### config.mk
export PLATFORM = sky130hd
export DESIGN_NAME = vending_ctrl_param
export DESIGN_NICKNAME = d
export VERILOG_FILES = /design/src/rtl/vending_pkg.sv /design/src/rtl/vending_change_gen.sv /design/src/rtl/vending_ctrl_param.sv
export SDC_FILE = /design/constraint.sdc
export NUM_CORES = 1
export LEC_CHECK = 0
export ABC_AREA = 1
export CAP_MARGIN = 10
export CELL_PAD_IN_SITES_DETAIL_PLACEMENT = 0
export CELL_PAD_IN_SITES_GLOBAL_PLACEMENT = 1
export CORE_AREA = 3 3 54 56
export DETAILED_ROUTE_END_ITERATION = 8
export DIE_AREA = 0 0 57 59
export GPL_ROUTABILITY_DRIVEN = 0
export MAX_ROUTING_LAYER = met4
export PLACE_DENSITY = 0.81
export SETUP_SLACK_MARGIN = 0.5
export SLEW_MARGIN = 20
export SYNTH_ARGS = -nofsm -noshare
export SYNTH_HDL_FRONTEND = slang
export SYNTH_SLANG_ARGS = --single-unit
### constraint.sdc
create_clock -name clk -period 1.7 [get_ports clk]
set_input_delay 0.17 -clock clk [delete_from_list [all_inputs] [get_ports clk]]
set_output_delay 0.17 -clock clk [all_outputs]
set_load 0.05 [all_outputs]
### src/rtl/vending_pkg.sv
// Shared types and coin helpers for the parametrised vending controller family.
package vending_pkg;

  typedef enum logic {
    COLLECT = 1'b0,
    CHANGE  = 1'b1
  } state_e;

  localparam logic [1:0] COIN_NONE = 2'b00;
  localparam logic [1:0] COIN_5    = 2'b01;
  localparam logic [1:0] COIN_10   = 2'b10;
  localparam logic [1:0] COIN_25   = 2'b11;

  // Coin value in 5-cent units.
  function automatic logic [2:0] coin_units(input logic [1:0] coin);
    logic [2:0] units;
    case (coin)
      COIN_5:  units = 3'd1;
      COIN_10: units = 3'd2;
      COIN_25: units = 3'd5;
      default: units = 3'd0;
    endcase
    return units;
  endfunction

endpackage

### src/rtl/vending_change_gen.sv
// Greedy change-coin selector: picks the largest allowed coin not exceeding the remaining amount.
module vending_change_gen
  import vending_pkg::*;
#(
  parameter int unsigned CREDIT_W = 4
) (
  input  logic [CREDIT_W-1:0] remaining,
  input  logic                chg10_en,
  output logic [1:0]          chg_coin_c,
  output logic [1:0]          dec_c
);

  always_comb begin
    chg_coin_c = COIN_5;
    dec_c      = 2'd1;
    if (chg10_en && (remaining >= CREDIT_W'(2))) begin
      chg_coin_c = COIN_10;
      dec_c      = 2'd2;
    end
  end

endmodule

### src/rtl/vending_ctrl_param.sv
// Parametrised-price vending controller: collects 5/10/25 coins, vends with a Mealy pulse,
// and returns change or a cancelled credit as a valid/ready stream of 5/10-cent coins.
module vending_ctrl_param
  import vending_pkg::*;
#(
  parameter int unsigned PRICE_U  = 4,
  parameter int unsigned CHG10_EN = 1,
  parameter int unsigned CREDIT_W = $clog2(PRICE_U + 5)
) (
  input  logic                clk,
  input  logic                rst,
  input  logic [1:0]          coin,
  input  logic                cancel,
  input  logic                chg_ready,
  output logic                dispense,
  output logic                coin_reject,
  output logic                chg_valid,
  output logic [1:0]          chg_coin,
  output logic [CREDIT_W-1:0] credit,
  output logic                busy
);

  localparam logic [CREDIT_W-1:0] PRICE_C = CREDIT_W'(PRICE_U);

  state_e              state_q, state_d;
  logic [CREDIT_W-1:0] credit_q, credit_d;
  logic [CREDIT_W-1:0] sum;
  logic                chg_valid_q, chg_valid_d;
  logic                busy_q, busy_d;
  logic [1:0]          chg_coin_q, chg_coin_d;
  logic [1:0]          chg_dec_q, chg_dec_d;
  logic [1:0]          gen_coin, gen_dec;
  logic                dispense_c, coin_reject_c;

  // Coin choice is made from the amount that will be outstanding next cycle, then held.
  vending_change_gen #(
    .CREDIT_W (CREDIT_W)
  ) u_change_gen (
    .remaining  (credit_d),
    .chg10_en   (1'(CHG10_EN)),
    .chg_coin_c (gen_coin),
    .dec_c      (gen_dec)
  );

  always_comb begin
    state_d       = state_q;
    credit_d      = credit_q;
    dispense_c    = 1'b0;
    coin_reject_c = 1'b0;
    sum           = credit_q + CREDIT_W'(coin_units(coin));
    case (state_q)
      COLLECT: begin
        if (cancel) begin
          coin_reject_c = (coin != COIN_NONE);
          if (credit_q != '0) state_d = CHANGE;
        end else if (sum >= PRICE_C) begin
          dispense_c = 1'b1;
          credit_d   = sum - PRICE_C;
          if (credit_d != '0) state_d = CHANGE;
        end else begin
          credit_d = sum;
        end
      end
      CHANGE: begin
        coin_reject_c = (coin != COIN_NONE);
        if (chg_ready) begin
          credit_d = credit_q - CREDIT_W'(chg_dec_q);
          if (credit_d == '0) state_d = COLLECT;
        end
      end
      default: begin
        state_d  = COLLECT;
        credit_d = '0;
      end
    endcase
    chg_valid_d = (state_d == CHANGE);
    busy_d      = (state_d == CHANGE);
    chg_coin_d  = (state_d == CHANGE) ? gen_coin : COIN_NONE;
    chg_dec_d   = gen_dec;
  end

  always_ff @(posedge clk or posedge rst) begin
    if (rst) begin
      state_q     <= COLLECT;
      credit_q    <= '0;
      chg_valid_q <= 1'b0;
      busy_q      <= 1'b0;
      chg_coin_q  <= COIN_NONE;
      chg_dec_q   <= 2'd1;
    end else begin
      state_q     <= state_d;
      credit_q    <= credit_d;
      chg_valid_q <= chg_valid_d;
      busy_q      <= busy_d;
      chg_coin_q  <= chg_coin_d;
      chg_dec_q   <= chg_dec_d;
    end
  end

  // Mealy pulses are suppressed while reset is held.
  assign dispense    = dispense_c & ~rst;
  assign coin_reject = coin_reject_c & ~rst;
  assign chg_valid   = chg_valid_q;
  assign chg_coin    = chg_coin_q;
  assign credit      = credit_q;
  assign busy        = busy_q;

endmodule
==> results.md <==
Power and ir drop:
- The power per cell area is 1960 nW/um2.
- IR analysis of the VDD net gives a maximum drop of 1.20 mV.
- The leakage power is 0.610 nW.

Final layout:
- Fill cells in the final layout number 258.
- The share of layout cells above drive strength 1 is 54.5%.
- After the last flow step, the layout net total stands at 157.
- The share of the core filled with cells is 51.4%.
- Relative to the synthesized area, the layout overhead comes to 68.1%.
- The number of diodes added for antenna fixing is 0.

STA:
- The minimum period implied by the final worst setup slack is 1.96 ns.
- The final critical-path setup slack is -0.256 ns.
- The worst setup skew after layout is 0.000491 ns.
- The slew at the pin closest to its max-slew limit is 0.290 ns.
- Setup repair after global routing could not meet its margin everywhere.
- The final-report max-slew violation count is 0.
- The worst max-slew margin expressed relative to the limit is 80.8%.
- The final period utilization is 115%.
- The total count of hold-check failures in the final report is 0.
- Setup violations remaining at the end of the flow were counted as 8.
- The maximum achievable frequency is 511 MHz.

Synthesis:
- The total number of yosys warnings is 0.
- In the post-synthesis netlist, the cell with the most instances is nand2_1.
- The xor and xnor fraction of the mapped netlist area is 2.31%.
- The cell accounting for the most synthesized area is dfrtp_1.
- The number of enable-type register cells in the synthesized netlist is 0.
- Yosys attributes the largest share of cell area to dfrtp_1 26%, nand2_1 10%, inv_1 8.4%.
- The fraction of synthesized cell area taken by the top area cell type is 26.4%.
- The count of mapped cells out of synthesis is 105.
- Synthesis instantiated 22 different standard cells from the library.
- After synthesis the cells add up to 757 um2.
- In this run, synthesis produced a sequential element count of 9.
- The post-synthesis async set-or-reset flop share is 100%.
- Counting every net in the synthesized netlist gives 118.
- The multiplexer share of the synthesized area is 0%.
- By area, the combinational part of the netlist is dominated by simple AND/OR/NAND/NOR gates.
- Dividing the synthesized area by the synthesized cell count gives 7.21 um2.
- The synthesized netlist devotes 9.92% of its cell area to compound gates.
- Summing the areas of all and, or, nand and nor instances in the mapped netlist gives 32.9% of the synthesized area.
- The commonest cells after synthesis are 21 x nand2_1, 17 x inv_1, 9 x nand3_1, 9 x nor2_1, 8 x dfrtp_1.
- Sequential elements use 29.9% of the synthesized area.
- The most frequently used flop master after synthesis is dfrtp_1.
- The adder-cell share of the synthesized area is 13.6%.

Clock network:
- The latest clock arrival within the worst-skew pair is 0.25 ns.
- Clock tree synthesis inserted a total of 3 buffers.
- The maximum root-to-sink buffer count is 2.
- After clock tree synthesis, the clock-pin slew on the worst setup and hold paths is 0.06 ns.
- The clock tree from TritonCTS is done.
- The number of sinks handled by clock tree synthesis is 9.
- The deepest level of the CTS H-tree is 1.
- The clock tree root driver cell is clkbuf_4.
- Buffers inserted to repair hold after CTS numbered 0.

Place:
- The wire-length estimate of the detail-placed layout is 1.66 mm.
- The count of buffers from port buffering is 15.
- Prior to clock tree synthesis, the placed netlist has a worst setup slack of -0.501 ns.

Global routing:
- Entering global routing, the biggest net connects 10 pins.
- The global-route usage over all layers is 14.9%.
- The first global-routing pass estimated 3.75 mm of wire.
- The number of antenna violations at the first check in global routing was 0.
- The number of global-route vias before repair is 879.
- Summed over all layers, the global routing overflow is 0.

Worst setup path:
- The required time of the critical path is 1.53 ns.
- The arrival time reported for the critical path endpoint is 1.79 ns.
- The largest driver fanout on the critical path is 3.
- The startpoint class of the critical path is a flop.
- The endpoint kind of the worst setup timing path is an output pin.
- The critical path is of the flop to output pin type.

Die:
- The region available for standard cell placement spans 2480 um2.
- The floorplan step set the die width to 57 um.
- 16 I/O pins were placed.
- The floorplan step defined a die boundary enclosing 3360 um2.
- The number of rows in the core area is 18.
- The starting utilization of the core area is 30.6%.
- The vertical extent of the die is 59 um.

Route:
- The total wire length is 2.18 mm.
- The count of unresolved DRC violations after routing is 0.
- The number of design-rule violations left by the first detailed-router iteration is 9.
- The number of detailed-routing iterations run before antenna repair is 4.
- The count of nets left with antenna violations once routing finished came out at 0.
- Dividing the detail-routed wire length by the instance count gives 12.6 um.
- The total number of vias is 815.
- In the routed layout, each cell is associated on average with a via count of 4.71.

Worst hold path:
- The worst hold-check path type is primary input to async pin.

Flow run:
- Across the run, the number of max-cap violations was 0.

Run status:
- The final reports fail on negative setup slack.
- The run finished, with violations left.
==> layout by cell type (no fill, tap or decap) <==
master / netlist / layout
a21oi_1: 3 / 3
buf_12: 0 / 2
buf_4: 1 / 19
buf_6: 0 / 7
clkbuf_1: 0 / 1
clkbuf_4: 0 / 3
clkdlybuf4s15_2: 0 / 2
clkdlybuf4s50_1: 0 / 2
clkinvlp_4: 0 / 1
dfrtp_1: 8 / 4
dfrtp_2: 0 / 4
dfstp_2: 1 / 1
dlygate4sd2_1: 0 / 3
fa_2: 0 / 2
ha_1: 5 / 2
ha_2: 0 / 1
ha_4: 0 / 2
inv_1: 17 / 11
inv_2: 4 / 8
inv_4: 0 / 1
nand2_1: 21 / 16
nand2_2: 3 / 7
nand2_4: 2 / 3
nand3_1: 9 / 4
nand3_2: 1 / 6
nand4_1: 1 / 1
nor2_1: 9 / 7
nor2_2: 2 / 1
nor2_4: 1 / 4
nor3_1: 2 / 2
o211ai_1: 2 / 2
o21ai_0: 4 / 1
o21ai_1: 5 / 6
o21ai_2: 0 / 2
xor2_2: 0 / 2
==> worst paths after layout <==
check / cells past startpoint / to / slack [ns] / from
worst max-delay path: 8 / dispense / -0.26 / credit[0]
worst min-delay path: 3 / credit[0] / 0.25 / rst
worst max register to register: 11 / chg_coin[1] / -0.21 / credit[0]
worst min register to register: 4 / chg_dec_q[0] / 0.76 / busy
max in group asynchronous: 3 / chg_dec_q[0] / 1.23 / rst
min in group clk: 4 / credit[0] / 0.61 / cancel
==> flip-flops by register name, indices dropped and copies added, names as in the netlist <==
register,count
busy,1
chg_dec_q,2
chg_coin,2
credit,4
==> critical path, stage by stage, from the launching register on <==
cell and delay (ns):
dfrtp_2 0.41, ha_4 0.15, inv_2 0.03, fa_2 0.34, xor2_2 0.16, nand3_1 0.11
nand3_2 0.09, clkinvlp_4 0.09, buf_12 0.15
==> what timing repair did <==
| item | in CTS | in global routing |
|---|---|---|
| gates resized for setup | 29 | 9 |
| pin swaps | 13 | 2 |
| gates cloned | 0 | 0 |
| buffers inserted | 9 | 0 |
| endpoints found under the setup margin | 14 | 15 |
| endpoints found under the hold margin | 0 | 0 |
==> cell type report <==
type / instances / area [um2] / area share (%)
Multi-Input combinational cell: 74 / 562 / 44.1
Sequential cell: 9 / 231 / 18.2
Tap cell: 30 / 37.5 / 2.95
Inverter: 21 / 85.1 / 6.69
Timing Repair Buffer: 35 / 330 / 26.0
Clock buffer: 4 / 26.3 / 2.06
==> where the power goes <==
group	switching, mW	leakage, nW	internal, mW
combinational	1.10	0.501	0.826
clock	0.0689	0.0150	0.0901
sequential	0.0922	0.0946	0.309
total	1.27	0.610	1.23
==> per-layer routing <==
metal | part of all wire (%) | GRT usage, %
met1 | 39 | 15.1
met2 | 53 | 27.4
met3 | 5.6 | 3.92
met4 | 1.8 | 5.96
met5 | 0 | -
==> stage by stage <==
stage                     power, mW  hold slack [ns]  TNS, ns  cells  area (um2)
after global routing           2.69            0.274    -2.13    173        1270
final                          2.49            0.254    -1.34    173        1270
after global placement         1.91            0.542    -3.29    160        1080
after detailed placement       1.94            0.557    -3.71    160        1080
after CTS                      2.44            0.281    -1.51    173        1250
after floorplan                1.43           0.0182    -1.10    105         811
==> kinds of logic (layout without fill, tap and decap cells) <==
kind of cell | after synthesis | after routing
xor+xnor | 2 | 2
flops | 9 | 9
fa+ha+maj | 7 | 7
simple gates | 51 | 51
buf+inv | 22 | 60
compound gates | 14 | 14
Power figures use the tool's default switching activity.
